<file path="src/rtl/bus_arbiter_if.sv">
// bus_arbiter_if: core-side request/response ports plus shared slave bus for the arbiter
interface bus_arbiter_if;
  logic        imem_valid;
  logic [31:0] imem_addr;
  logic        imem_ready;
  logic [31:0] imem_rdata;
  logic        imem_error;
  logic        dmem_valid;
  logic [31:0] dmem_addr;
  logic [31:0] dmem_wdata;
  logic [3:0]  dmem_wstrb;
  logic        dmem_ready;
  logic [31:0] dmem_rdata;
  logic        dmem_error;
  logic        mem_instr;
  logic [31:0] mem_addr;
  logic [31:0] mem_wdata;
  logic [3:0]  mem_wstrb;
  logic        bram_valid;
  logic        uart_valid;
  logic        clint_valid;
  logic        plic_valid;
  logic        bram_ready;
  logic        uart_ready;
  logic        clint_ready;
  logic        plic_ready;
  logic [31:0] bram_rdata;
  logic [31:0] uart_rdata;
  logic [31:0] clint_rdata;
  logic [31:0] plic_rdata;
  modport master (
    output imem_valid, imem_addr, dmem_valid, dmem_addr, dmem_wdata, dmem_wstrb,
    output bram_ready, uart_ready, clint_ready, plic_ready,
    output bram_rdata, uart_rdata, clint_rdata, plic_rdata,
    input  imem_ready, imem_rdata, imem_error, dmem_ready, dmem_rdata, dmem_error,
    input  mem_instr, mem_addr, mem_wdata, mem_wstrb,
    input  bram_valid, uart_valid, clint_valid, plic_valid
  );
  modport slave (
    input  imem_valid, imem_addr, dmem_valid, dmem_addr, dmem_wdata, dmem_wstrb,
    input  bram_ready, uart_ready, clint_ready, plic_ready,
    input  bram_rdata, uart_rdata, clint_rdata, plic_rdata,
    output imem_ready, imem_rdata, imem_error, dmem_ready, dmem_rdata, dmem_error,
    output mem_instr, mem_addr, mem_wdata, mem_wstrb,
    output bram_valid, uart_valid, clint_valid, plic_valid
  );
endinterface

</file>
<file path="src/rtl/bus_arbiter.sv">
// bus_arbiter: round-robin imem/dmem arbiter with address decode, single outstanding access and timeout
module bus_arbiter #(
  parameter int          BRAM_DEPTH = 12,
  parameter logic [31:0] UART_BASE  = 32'h00100000,
  parameter logic [31:0] UART_TOP   = 32'h00100004,
  parameter logic [31:0] CLINT_BASE = 32'h02000000,
  parameter logic [31:0] CLINT_TOP  = 32'h0200C000,
  parameter logic [31:0] PLIC_BASE  = 32'h0C000000,
  parameter logic [31:0] PLIC_TOP   = 32'h10000000,
  parameter int          TIMEOUT    = 256
) (
  input logic         clock,
  input logic         reset,
  bus_arbiter_if.slave bus
);
  localparam int CW = $clog2(TIMEOUT + 2);
  typedef enum logic [1:0] {IDLE, ACCESS, RESP} state_t;
  state_t state, state_n;
  logic          last_d;
  logic [3:0]    sel_q;
  logic [31:0]   rdata_q;
  logic          err_q;
  logic [CW-1:0] cnt;
  logic          req, pick_d, sel_ready, timed_out;
  logic [31:0]   req_addr, sel_rdata;
  logic [3:0]    req_sel;
  function automatic logic [3:0] decode(input logic [31:0] a);
    decode = {a >= PLIC_BASE && a < PLIC_TOP,
              a >= CLINT_BASE && a < CLINT_TOP,
              a >= UART_BASE && a < UART_TOP,
              {1'b0, a} < (33'd1 << (BRAM_DEPTH + 2))};
  endfunction
  // Grant choice, decode of the winning address, and next-state selection
  always_comb begin
    state_n   = state;
    req       = bus.imem_valid | bus.dmem_valid;
    pick_d    = bus.dmem_valid & (~bus.imem_valid | ~last_d);
    req_addr  = pick_d ? bus.dmem_addr : bus.imem_addr;
    req_sel   = decode(req_addr);
    sel_ready = |(sel_q & {bus.plic_ready, bus.clint_ready, bus.uart_ready, bus.bram_ready});
    sel_rdata = ({32{sel_q[0]}} & bus.bram_rdata) | ({32{sel_q[1]}} & bus.uart_rdata) |
                ({32{sel_q[2]}} & bus.clint_rdata) | ({32{sel_q[3]}} & bus.plic_rdata);
    timed_out = TIMEOUT != 0 && cnt == CW'(TIMEOUT - 1);
    if (state == IDLE && req) state_n = |req_sel ? ACCESS : RESP;
    else if (state == ACCESS && (sel_ready || timed_out)) state_n = RESP;
    else if (state == RESP) state_n = IDLE;
  end
  // State register
  always_ff @(posedge clock) state <= !reset ? IDLE : state_n;
  // Latch the granted request on entry, count access cycles, capture the response
  always_ff @(posedge clock) begin
    if (!reset) begin
      last_d        <= 1'b0;
      sel_q         <= '0;
      rdata_q       <= '0;
      err_q         <= 1'b0;
      cnt           <= '0;
      bus.mem_instr <= 1'b0;
      bus.mem_addr  <= '0;
      bus.mem_wdata <= '0;
      bus.mem_wstrb <= '0;
    end else if (state == IDLE && req) begin
      last_d        <= pick_d;
      sel_q         <= req_sel;
      rdata_q       <= '0;
      err_q         <= ~|req_sel;
      cnt           <= '0;
      bus.mem_instr <= ~pick_d;
      bus.mem_addr  <= req_addr;
      bus.mem_wdata <= pick_d ? bus.dmem_wdata : '0;
      bus.mem_wstrb <= pick_d ? bus.dmem_wstrb : '0;
    end else if (state == ACCESS) begin
      cnt     <= cnt + 1'b1;
      rdata_q <= sel_ready ? sel_rdata : '0;
      err_q   <= ~sel_ready & timed_out;
    end
  end
  assign bus.bram_valid  = state == ACCESS && sel_q[0];
  assign bus.uart_valid  = state == ACCESS && sel_q[1];
  assign bus.clint_valid = state == ACCESS && sel_q[2];
  assign bus.plic_valid  = state == ACCESS && sel_q[3];
  assign bus.imem_ready  = state == RESP && !last_d;
  assign bus.dmem_ready  = state == RESP && last_d;
  assign bus.imem_rdata  = bus.imem_ready ? rdata_q : '0;
  assign bus.dmem_rdata  = bus.dmem_ready ? rdata_q : '0;
  assign bus.imem_error  = bus.imem_ready & err_q;
  assign bus.dmem_error  = bus.dmem_ready & err_q;
endmodule

</file>
<file path="src/flat_wrapper.sv">
// flat-port wrapper written by rule: the top's interface ports become plain ports
module bus_arbiter_flat 
#(
  parameter int          BRAM_DEPTH = 12,
  parameter logic [31:0] UART_BASE  = 32'h00100000,
  parameter logic [31:0] UART_TOP   = 32'h00100004,
  parameter logic [31:0] CLINT_BASE = 32'h02000000,
  parameter logic [31:0] CLINT_TOP  = 32'h0200C000,
  parameter logic [31:0] PLIC_BASE  = 32'h0C000000,
  parameter logic [31:0] PLIC_TOP   = 32'h10000000,
  parameter int          TIMEOUT    = 256
)
  (clock, reset, bus_imem_valid, bus_imem_addr, bus_dmem_valid, bus_dmem_addr, bus_dmem_wdata, bus_dmem_wstrb, bus_bram_ready, bus_uart_ready, bus_clint_ready, bus_plic_ready, bus_bram_rdata, bus_uart_rdata, bus_clint_rdata, bus_plic_rdata, bus_imem_ready, bus_imem_rdata, bus_imem_error, bus_dmem_ready, bus_dmem_rdata, bus_dmem_error, bus_mem_instr, bus_mem_addr, bus_mem_wdata, bus_mem_wstrb, bus_bram_valid, bus_uart_valid, bus_clint_valid, bus_plic_valid);
  bus_arbiter_if bus_i ();
  input logic clock;
  input logic reset;
  input wire logic [$bits(bus_i.imem_valid)-1:0] bus_imem_valid;
  input wire logic [$bits(bus_i.imem_addr)-1:0] bus_imem_addr;
  input wire logic [$bits(bus_i.dmem_valid)-1:0] bus_dmem_valid;
  input wire logic [$bits(bus_i.dmem_addr)-1:0] bus_dmem_addr;
  input wire logic [$bits(bus_i.dmem_wdata)-1:0] bus_dmem_wdata;
  input wire logic [$bits(bus_i.dmem_wstrb)-1:0] bus_dmem_wstrb;
  input wire logic [$bits(bus_i.bram_ready)-1:0] bus_bram_ready;
  input wire logic [$bits(bus_i.uart_ready)-1:0] bus_uart_ready;
  input wire logic [$bits(bus_i.clint_ready)-1:0] bus_clint_ready;
  input wire logic [$bits(bus_i.plic_ready)-1:0] bus_plic_ready;
  input wire logic [$bits(bus_i.bram_rdata)-1:0] bus_bram_rdata;
  input wire logic [$bits(bus_i.uart_rdata)-1:0] bus_uart_rdata;
  input wire logic [$bits(bus_i.clint_rdata)-1:0] bus_clint_rdata;
  input wire logic [$bits(bus_i.plic_rdata)-1:0] bus_plic_rdata;
  output wire logic [$bits(bus_i.imem_ready)-1:0] bus_imem_ready;
  output wire logic [$bits(bus_i.imem_rdata)-1:0] bus_imem_rdata;
  output wire logic [$bits(bus_i.imem_error)-1:0] bus_imem_error;
  output wire logic [$bits(bus_i.dmem_ready)-1:0] bus_dmem_ready;
  output wire logic [$bits(bus_i.dmem_rdata)-1:0] bus_dmem_rdata;
  output wire logic [$bits(bus_i.dmem_error)-1:0] bus_dmem_error;
  output wire logic [$bits(bus_i.mem_instr)-1:0] bus_mem_instr;
  output wire logic [$bits(bus_i.mem_addr)-1:0] bus_mem_addr;
  output wire logic [$bits(bus_i.mem_wdata)-1:0] bus_mem_wdata;
  output wire logic [$bits(bus_i.mem_wstrb)-1:0] bus_mem_wstrb;
  output wire logic [$bits(bus_i.bram_valid)-1:0] bus_bram_valid;
  output wire logic [$bits(bus_i.uart_valid)-1:0] bus_uart_valid;
  output wire logic [$bits(bus_i.clint_valid)-1:0] bus_clint_valid;
  output wire logic [$bits(bus_i.plic_valid)-1:0] bus_plic_valid;
  assign bus_i.imem_valid = bus_imem_valid;
  assign bus_i.imem_addr = bus_imem_addr;
  assign bus_i.dmem_valid = bus_dmem_valid;
  assign bus_i.dmem_addr = bus_dmem_addr;
  assign bus_i.dmem_wdata = bus_dmem_wdata;
  assign bus_i.dmem_wstrb = bus_dmem_wstrb;
  assign bus_i.bram_ready = bus_bram_ready;
  assign bus_i.uart_ready = bus_uart_ready;
  assign bus_i.clint_ready = bus_clint_ready;
  assign bus_i.plic_ready = bus_plic_ready;
  assign bus_i.bram_rdata = bus_bram_rdata;
  assign bus_i.uart_rdata = bus_uart_rdata;
  assign bus_i.clint_rdata = bus_clint_rdata;
  assign bus_i.plic_rdata = bus_plic_rdata;
  assign bus_imem_ready = bus_i.imem_ready;
  assign bus_imem_rdata = bus_i.imem_rdata;
  assign bus_imem_error = bus_i.imem_error;
  assign bus_dmem_ready = bus_i.dmem_ready;
  assign bus_dmem_rdata = bus_i.dmem_rdata;
  assign bus_dmem_error = bus_i.dmem_error;
  assign bus_mem_instr = bus_i.mem_instr;
  assign bus_mem_addr = bus_i.mem_addr;
  assign bus_mem_wdata = bus_i.mem_wdata;
  assign bus_mem_wstrb = bus_i.mem_wstrb;
  assign bus_bram_valid = bus_i.bram_valid;
  assign bus_uart_valid = bus_i.uart_valid;
  assign bus_clint_valid = bus_i.clint_valid;
  assign bus_plic_valid = bus_i.plic_valid;
  bus_arbiter #(.BRAM_DEPTH(BRAM_DEPTH), .UART_BASE(UART_BASE), .UART_TOP(UART_TOP), .CLINT_BASE(CLINT_BASE), .CLINT_TOP(CLINT_TOP), .PLIC_BASE(PLIC_BASE), .PLIC_TOP(PLIC_TOP), .TIMEOUT(TIMEOUT)) u_core (.clock(clock), .reset(reset), .bus(bus_i));
endmodule
</file>
<file path="config.mk">
export PLATFORM = sky130hd
export DESIGN_NAME = bus_arbiter_flat
export DESIGN_NICKNAME = d
export VERILOG_FILES = /design/src/rtl/bus_arbiter_if.sv /design/src/rtl/bus_arbiter.sv /design/src/flat_wrapper.sv
export SDC_FILE = /design/constraint.sdc
export NUM_CORES = 1
export LEC_CHECK = 0
export BUFFER_PORTS_ARGS = -buffer_cell sky130_fd_sc_hd__buf_4
export CAP_MARGIN = 5
export CORE_AREA = 2 2 146 148
export CTS_BUF_LIST = sky130_fd_sc_hd__clkbuf_4 sky130_fd_sc_hd__clkbuf_8 sky130_fd_sc_hd__clkbuf_16
export CTS_CLUSTER_SIZE = 16
export DETAILED_ROUTE_END_ITERATION = 7
export DIE_AREA = 0 0 148 150
export GPL_ROUTABILITY_DRIVEN = 0
export PLACE_DENSITY = 0.65
export SETUP_SLACK_MARGIN = 0.1
export SYNTH_ARGS = -nofsm -noshare
export SYNTH_HDL_FRONTEND = slang
export SYNTH_SLANG_ARGS = --single-unit
export TNS_END_PERCENT = 20
</file>
<file path="constraint.sdc">
create_clock -name clock -period 3.8 [get_ports clock]
set_input_delay 0.19 -clock clock [delete_from_list [all_inputs] [get_ports clock]]
set_output_delay 0.19 -clock clock [all_outputs]
set_load 0.01 [all_outputs]
</file>
==> summary.md, run 1 <==
| Metric | Value |
|---|---|
| Slew margin rel. | 0.2631 |
| Setup Skew | 0.01280 ns |
| Fmax | 420.0 MHz |
| Synth area leader | dfxtp_1 |
| Post CTS Setup Buffer Count | 0 |
| WL met3 | 2212 um |
| Top cell type's share of synthesized area | 0.4058 |
| Die ar. | 22200 um^2 |
| Die width | 148 um |
| Post-Synth Simple-Gate Area | 0.2542 |
| TritonCTS buffer count | 17 |
| Core box area | 20690 um^2 |
| CTS tree | yes |
| Mux share of post-synthesis cell area | 0 |
| Fraction of registers with async set/reset | 0 |
| Vias per std cell | 5.029 |
| Detail Route met2 WL | 12380 um |
| Area contributors post-synth | dfxtp_1, a22o_1, and2_1 |
| First-pass GRT wire length | 38570 um |
| Final Max Tran Viols | 0 |
| Starting DRT DRC Count | 331 |
| FP Rows | 53 |
| Final Util | 0.4741 |
| All-layer global routing usage | 0.2273 |
| Most used DFF post-synth | dfxtp_1 |
| Synth top cells by count | dfxtp_1, nand2_1, and2_1 |
| Largest net degree at the start of global routing | 72 |
| Placed cell areas | 8820 um^2 |
| CP Max Fanout | 34 |
| Die height | 150 um |
| Compound-cell area share of the yosys netlist | 0.2770 |
| Setup violations, final | 0 |
| EDFF count, synth | 0 |
| Post-Syn Nets | 929 |
| Routed wire per std cell | 18.96 um |
| Nets | 1305 |
| CP startpoint kind | flop |
| Worst VDD drop | 0.0003007 V |
| Total Wirelength | 25860 um |
| Clk pin slew, worst setup/hold paths | 0.07 ns |
| Ys Warns | 0 |
| Layout area overhead | 68.49% |
| Starting Density | 0.2814 |
| M1 wire length | 10140 um |
| Kind of end point of the critical path | output port |
| Count leader, synth | dfxtp_1 |
| Setup TNS | 0 ns |
| Largest family of logic cells by synthesized area | compound AO/OA/AOI/OAI gates |
| # clock sinks | 118 |
| CP Class | reg2out |
| CP required | 3.61 ns |
| Synth cell types | 47 |
| Mapped Cells | 691 |
| Post-DP HPWL | 19090 um |
| Crit share post-route | 0.6266 |
| Synthesized flop and latch total | 118 |
| Tightest Pin Transition | 1.105 ns |
| Root Driver | clkbuf_16 |
| Clock Tree Buf Depth | 2 |
| Static Leak | 4.655 nW |
| Clk_lat worst skew | 0.42 ns |
| Post-Synth Adder-Cell Area | 0.007737 |
| Design area | 9809 um^2 |
| I/O pin total | 377 |
| DRC | 0 |
| Status | complete, no violations |
| Power per cell area | 364.2 nW/um^2 |
| Max-cap viol count | 0 |
| Drt first pass iters | 5 |
| Number of global-route vias before repair | 6633 |
| Total vias in the final route | 6859 |
| Netlist Area Pre-Place | 5822 um^2 |
| Highest Signal Layer | met4 |
| Hold Slack | 0.1255 ns |
| Total gr overflow | 0 |
| Layout cell share with drive strength beyond 1 | 0.3972 |
| H-tree depth reported by CTS | 4 |
| Post-Synth XOR/XNOR Area | 0.007522 |
| Seq/Total Area, Yosys | 0.4058 |
| Synthesized area per cell | 8.425 um^2 |
| Hold Path Class | in2reg |
| Unrepaired setup endpoints after global routing | false |
| Final worst path period need | 2.381 ns |
| Initial antenna violation count | 9 |
| Arr. time, crit path | 2.19 ns |
| Endpoints failing hold | 0 |
| Port-buffer cells | 376 |
| Routed Antenna Nets | 0 |
## state kept, by name, summed over array words and instances, names as in the netlist
register,count
u_core.bus.mem_addr,32
u_core.bus.mem_wdata,32
u_core.rdata_q,32
u_core.cnt,9
u_core.bus.mem_wstrb,4
u_core.sel_q,4
u_core.state,2
u_core.bus.mem_instr,1
u_core.err_q,1
u_core.last_d,1
## critical path: stages (launching register included)
cell and delay (ns):
dfxtp_1 0.45, and3b_1 0.93, and2_1 0.25, buf_4 0.13
## logic make-up after synthesis
group,Yosys count
fa+ha+maj,4
simple gates,300
compound gates,196
buf+inv,68
flops,118
xor+xnor,5
## per-stage QoR
stage          worst slack [ns]  instances  total power (W)
2_1_floorplan             2.315        691         0.001583
3_3_place_gp              1.639       1287         0.001942
3_5_place_dp              1.596       1287         0.001946
4_1_cts                   1.391       1355         0.003630
5_1_grt                   1.220       1364         0.003743
6_report                  1.419       1364         0.003572
## metal layers
metal | GRT usage | vias to the layer above
met5 | 0 | -
met4 | 0.1295 | 0
met3 | 0.06402 | 45
met2 | 0.3704 | 339
met1 | 0.2687 | 3177
li1 | - | 3298
## placed cells by master, fill, tap and decap left out, drive strengths merged, types with 5 or more instances in the layout
cell type / synthesis / routed
dfxtp: 118 / 118
nor4: 12 / 12
inv: 3 / 13
buf: 29 / 386
and2: 73 / 73
clkinv: 0 / 5
nor3: 34 / 34
diode: 0 / 9
a221oi: 33 / 33
nand3: 35 / 35
a22o: 69 / 69
clkbuf: 36 / 17
nor2: 47 / 47
dlygate4sd3: 0 / 36
nand2: 84 / 84
a21oi: 36 / 36
o211a: 34 / 34
## layout make-up
class	instances	area (um^2)
multi-input cells	505	3202
inverters	3	11.26
well taps	275	344.1
clock inverters	15	181.4
diodes	9	22.52
repair buffers	422	3258
clock buffers	17	425.4
fillers	2080	10880
flip-flops and latches	118	2365
## power by group
part / total (W) / switching (W) / internal [W]
logic: 0.000613 / 0.000279 / 0.000334
registers: 0.00134 / 0.0000373 / 0.00130
clock network: 0.00162 / 0.000731 / 0.000893
## path summary, 6_finish.rpt
kind / depth (start not counted) / end / startpoint / slack, ns
max: 3 / bus_dmem_rdata[26] / u_core.last_d$_SDFFE_PN0P_ / 1.42
min: 4 / u_core.bus.mem_addr[23]$_SDFFE_PN0P_ / bus_dmem_addr[23] / 0.13
max reg2reg: 7 / u_core.err_q$_SDFFE_PN0P_ / u_core.last_d$_SDFFE_PN0P_ / 1.54
min reg2reg: 1 / u_core.bus.mem_wdata[30]$_SDFFE_PN0P_ / u_core.bus.mem_wdata[30]$_SDFFE_PN0P_ / 0.48
## repair_timing
action	4_1_cts	5_1_grt
hold buffers	36	0
endpoints found under the hold margin	36	0
resized for setup	0	0
Note: power is estimated with default switching activity, not from simulation.
==> run 2, diff against run 1 <==
--- a/config.mk
+++ b/config.mk
@@ -5,15 +5,16 @@
 export SDC_FILE = /design/constraint.sdc
 export NUM_CORES = 1
 export LEC_CHECK = 0
+export ABC_AREA = 1
 export BUFFER_PORTS_ARGS = -buffer_cell sky130_fd_sc_hd__buf_4
 export CAP_MARGIN = 5
-export CORE_AREA = 2 2 146 148
+export CORE_AREA = 2 2 144 146
 export CTS_BUF_LIST = sky130_fd_sc_hd__clkbuf_4 sky130_fd_sc_hd__clkbuf_8 sky130_fd_sc_hd__clkbuf_16
 export CTS_CLUSTER_SIZE = 16
 export DETAILED_ROUTE_END_ITERATION = 7
-export DIE_AREA = 0 0 148 150
+export DIE_AREA = 0 0 146 148
 export GPL_ROUTABILITY_DRIVEN = 0
-export PLACE_DENSITY = 0.65
+export PLACE_DENSITY = 0.71
 export SETUP_SLACK_MARGIN = 0.1
 export SYNTH_ARGS = -nofsm -noshare
 export SYNTH_HDL_FRONTEND = slang
==> constraint.sdc (replaced) <==
create_clock -name clock -period 2.15 [get_ports clock]
set_input_delay 0.1075 -clock clock [delete_from_list [all_inputs] [get_ports clock]]
set_output_delay 0.1075 -clock clock [all_outputs]
set_load 0.01 [all_outputs]
==> run 2 against run 1 <==
Against the previous run:
- sequential power rose by 77%
- critical path type is now reg2reg
- worst hold slack got worse by 0.10 ns
- design area rose by 6.2%
- cell count rose by 23%
- routed wire length fell by 0.25%
- worst setup slack got worse by 1.2 ns
- die area fell by 2.7%
- total power rose by 84%
- global-route usage rose by 0.66 points
- critical path depth rose by 2
==> summary.md, run 2 <==
| Metric | Value |
|---|---|
| CTS tree | yes |
| Crit share post-route | 0.9184 |
| Tightest Pin Transition | 0.4313 ns (-0.6740 ns) |
| Synth cell types | 31 (-34%) |
| Power per cell area | 629.9 nW/um^2 (+73%) |
| Synthesized flop and latch total | 118 (unchanged) |
| Non-filler cells, final | 1680 (+23%) |
| Clk pin slew, worst setup/hold paths | 0.06 ns (about the same) |
| Unrepaired setup endpoints after global routing | true |
| Fraction of registers with async set/reset | 0 (unchanged) |
| Worst path top cell family by delay | buffers and inverters |
| Total gr overflow | 0 (unchanged) |
| I/O pin total | 377 (unchanged) |
| Final setup margin | 0.1755 ns (-1.244 ns) |
| Arr. time, crit path | 2.33 ns (+0.14 ns) |
| Ys Warns | 0 (unchanged) |
| Layout area overhead | 66.05% |
| Core box area | 20040 um^2 (-3.1%) |
| TritonCTS buffer count | 17 (unchanged) |
| First-pass GRT wire length | 40570 um (+5.2%) |
| Nets | 1630 (+25%) |
| Design area | 10420 um^2 (+6.2%) |
| Max incr delay on CP | 0.57 ns (-0.36 ns) |
| Status | complete, no violations |
| Synthesized area per cell | 6.270 um^2 (-26%) |
| DRC | 0 (unchanged) |
| Slew margin rel. | 0.7125 (+0.4493) |
| Number of global-route vias before repair | 7863 (+19%) |
| Cell breakdown of the critical path | nor3_4 -> buf_12 -> o21ai_0 -> a31oi_1 -> dlygate4sd3_1 |
| Post-Syn Nets | 1239 (+33%) |
| Filler cell count | 2004 (-3.7%) |
| Synth top cells by count | nand2_1, dfxtp_1, nor2_1 |
| Drt first pass iters | 5 (unchanged) |
| Mapped Cells | 1001 (+45%) |
| All-layer global routing usage | 0.2339 (+0.006608) |
| Synth area leader | dfxtp_1 |
| Worst path bufs/invs | 2 (+1) |
| Starting Density | 0.3132 (+0.03180) |
| Netlist Area Pre-Place | 6276 um^2 (+7.8%) |
| Setup violations, final | 0 (unchanged) |
| EDFF count, synth | 0 (unchanged) |
| Largest regs | u_core.bus.mem_addr x32, u_core.bus.mem_wdata x32, u_core.rdata_q x32 |
| Count leader, synth | nand2_1 |
| Placed cell areas | 9298 um^2 (+5.4%) |
| Port-buffer cells | 376 (unchanged) |
| Setup Skew | 0.008660 ns (-0.004138 ns) |
| Worst VDD drop | 0.0004858 V (+62%) |
| Largest net degree at the start of global routing | 108 (+50%) |
| Top cell type's share of synthesized area | 0.3764 (-0.02936) |
| Seq/Total Area, Yosys | 0.3764 (-0.02936) |
| Hold Path Class | in2reg |
| Static Leak | 4.675 nW (+0.44%) |
| Area contributors post-synth | dfxtp_1, nand2_1, a21oi_1 |
| Clock Tree Buf Depth | 2 (unchanged) |
| Layout cell share with drive strength beyond 1 | 0.3210 (-0.07623) |
| Endpoints failing hold | 0 (unchanged) |
| Commonest cells after routing, fill and taps aside | buf_4, nand2_1, dfxtp_1 |
| CP required | 2.51 ns (-1.10 ns) |
| CP Class | reg2reg |
| Clk_lat worst skew | 0.42 ns (about the same) |
| Die height | 148 um (-1.3%) |
| Setup TNS | 0 ns (unchanged) |
| Max-cap viol count | 0 (unchanged) |
| Kind of end point of the critical path | flop |
| Final Util | 0.5200 (+0.04592) |
| Total Wirelength | 25790 um (-0.25%) |
| H-tree depth reported by CTS | 4 (unchanged) |
| CP startpoint kind | flop |
| Place WS | 0.2978 ns (-1.298 ns) |
| Die width | 146 um (-1.4%) |
| CP max stage cell | dlygate4sd3_1 |
| Routed Antenna Nets | 0 (unchanged) |
| FP Rows | 52 (-1.9%) |
| Starting DRT DRC Count | 384 (+16%) |
| Fmax | 506.5 MHz |
| Routed wire per std cell | 15.35 um (-19%) |
| Die ar. | 21610 um^2 (-2.7%) |
| Root Driver | clkbuf_16 |
| Final worst path period need | 1.975 ns |
| Vias per std cell | 4.768 (-5.2%) |
| Most used DFF post-synth | dfxtp_1 |
| Total vias in the final route | 8011 (+17%) |
| Final Max Tran Viols | 0 (unchanged) |
| Post-DP HPWL | 18840 um (-1.3%) |
| # clock sinks | 118 (unchanged) |
| CP Max Fanout | 107 (+210%) |
| Most common cell after layout, fill and taps aside | buf_4 |
| Initial antenna violation count | 5 (-4) |
| Placed cells | 1595 (+24%) |
==> run 2: cell types whose count changed after synthesis, sizes merged, moves of 21 or more <==
cell,previous run,this run
nor2,47,102
nand3,35,56
o211a,34,0
a221oi,33,0
o21ai,4,51
nand4,4,33
inv,3,86
a22o,69,2
and2,73,1
nand2,84,339
a21oi,36,100
nor3,34,7
==> run 2: path summary, 6_finish.rpt <==
kind                                       start                                   to  slack, ns  cells past startpoint
setup / recovery    u_core.state[0]$_SDFFE_PN0P_  u_core.bus.mem_addr[6]$_SDFFE_PN0P_       0.18                      5
hold / removal                  bus_dmem_addr[2]  u_core.bus.mem_addr[2]$_SDFFE_PN0P_       0.02                      3
setup reg to reg    u_core.state[0]$_SDFFE_PN0P_  u_core.bus.mem_addr[6]$_SDFFE_PN0P_       0.18                      5
hold reg to reg   u_core.rdata_q[0]$_SDFFE_PP0P_       u_core.rdata_q[0]$_SDFFE_PP0P_       0.46                      2
==> run 2: cells by family (layout without fill, tap and decap cells) <==
family	Yosys count	in the layout	synth area share
adders and majority gates	2	2	0.003987
AOI/OAI and AO/OA	162	162	0.1328
other	0	5	0
DFF	118	118	0.3764
buffers and inverters	157	561	0.1045
and+or+nand+nor	560	560	0.3796
xor gates and xnor gates	2	2	0.002792
==> run 2: per-layer routing <==
layer	GRT usage	wire length (um)	up-vias
met5	0	0	-
met4	0.1141	976	0
met3	0.07377	2250	60
met2	0.4057	12750	350
met1	0.2605	9820	3608
li1	-	-	3993
==> run 2: worst register-to-register path: cells and delay by family, from the launching register on <==
| family | cells | cell delay [ns] |
|---|---|---|
| and+or+nand+nor | 1 | 0.27 |
| AOI/OAI and AO/OA | 2 | 0.34 |
| buffers and inverters | 2 | 0.94 |
| DFF | 1 | 0.37 |
==> run 2: area by class of cell <==
| cell class | count | area (um^2) | share of cell area |
|---|---|---|---|
| antenna | 5 | 12.51 | 0.001201 |
| clock buffer | 19 | 452.9 | 0.04346 |
| clock inverter | 13 | 145.1 | 0.01393 |
| inverter | 86 | 322.8 | 0.03098 |
| multi-input combinational | 726 | 3296 | 0.3162 |
| sequential | 118 | 2364 | 0.2268 |
| tap | 270 | 337.8 | 0.03242 |
| timing repair buffer | 443 | 3491 | 0.3350 |
==> run 2: metrics by stage <==
| stage | hold slack, ns | power, W |
|---|---|---|
| 2_1_floorplan | 0.2676 | 0.002943 |
| 3_3_place_gp | 0.3872 | 0.003601 |
| 3_5_place_dp | 0.3926 | 0.003607 |
| 4_1_cts | 0.0003282 | 0.006624 |
| 5_1_grt | 0.01273 | 0.006847 |
| 6_report | 0.02098 | 0.006564 |
==> run 2: power breakdown <==
group          switching, W  internal, W
logic              0.000633     0.000645
clock network       0.00113      0.00178
registers         0.0000686      0.00230
total               0.00183      0.00473
==> run 2: repair_timing <==
action | 4_1_cts | 5_1_grt
resized for setup | 1 | 9
endpoints found under the hold margin | 43 | 0
pin swaps | 0 | 0
buffers inserted | 0 | 0
hold buffers | 48 | 0
endpoints found under the setup margin | 33 | 72
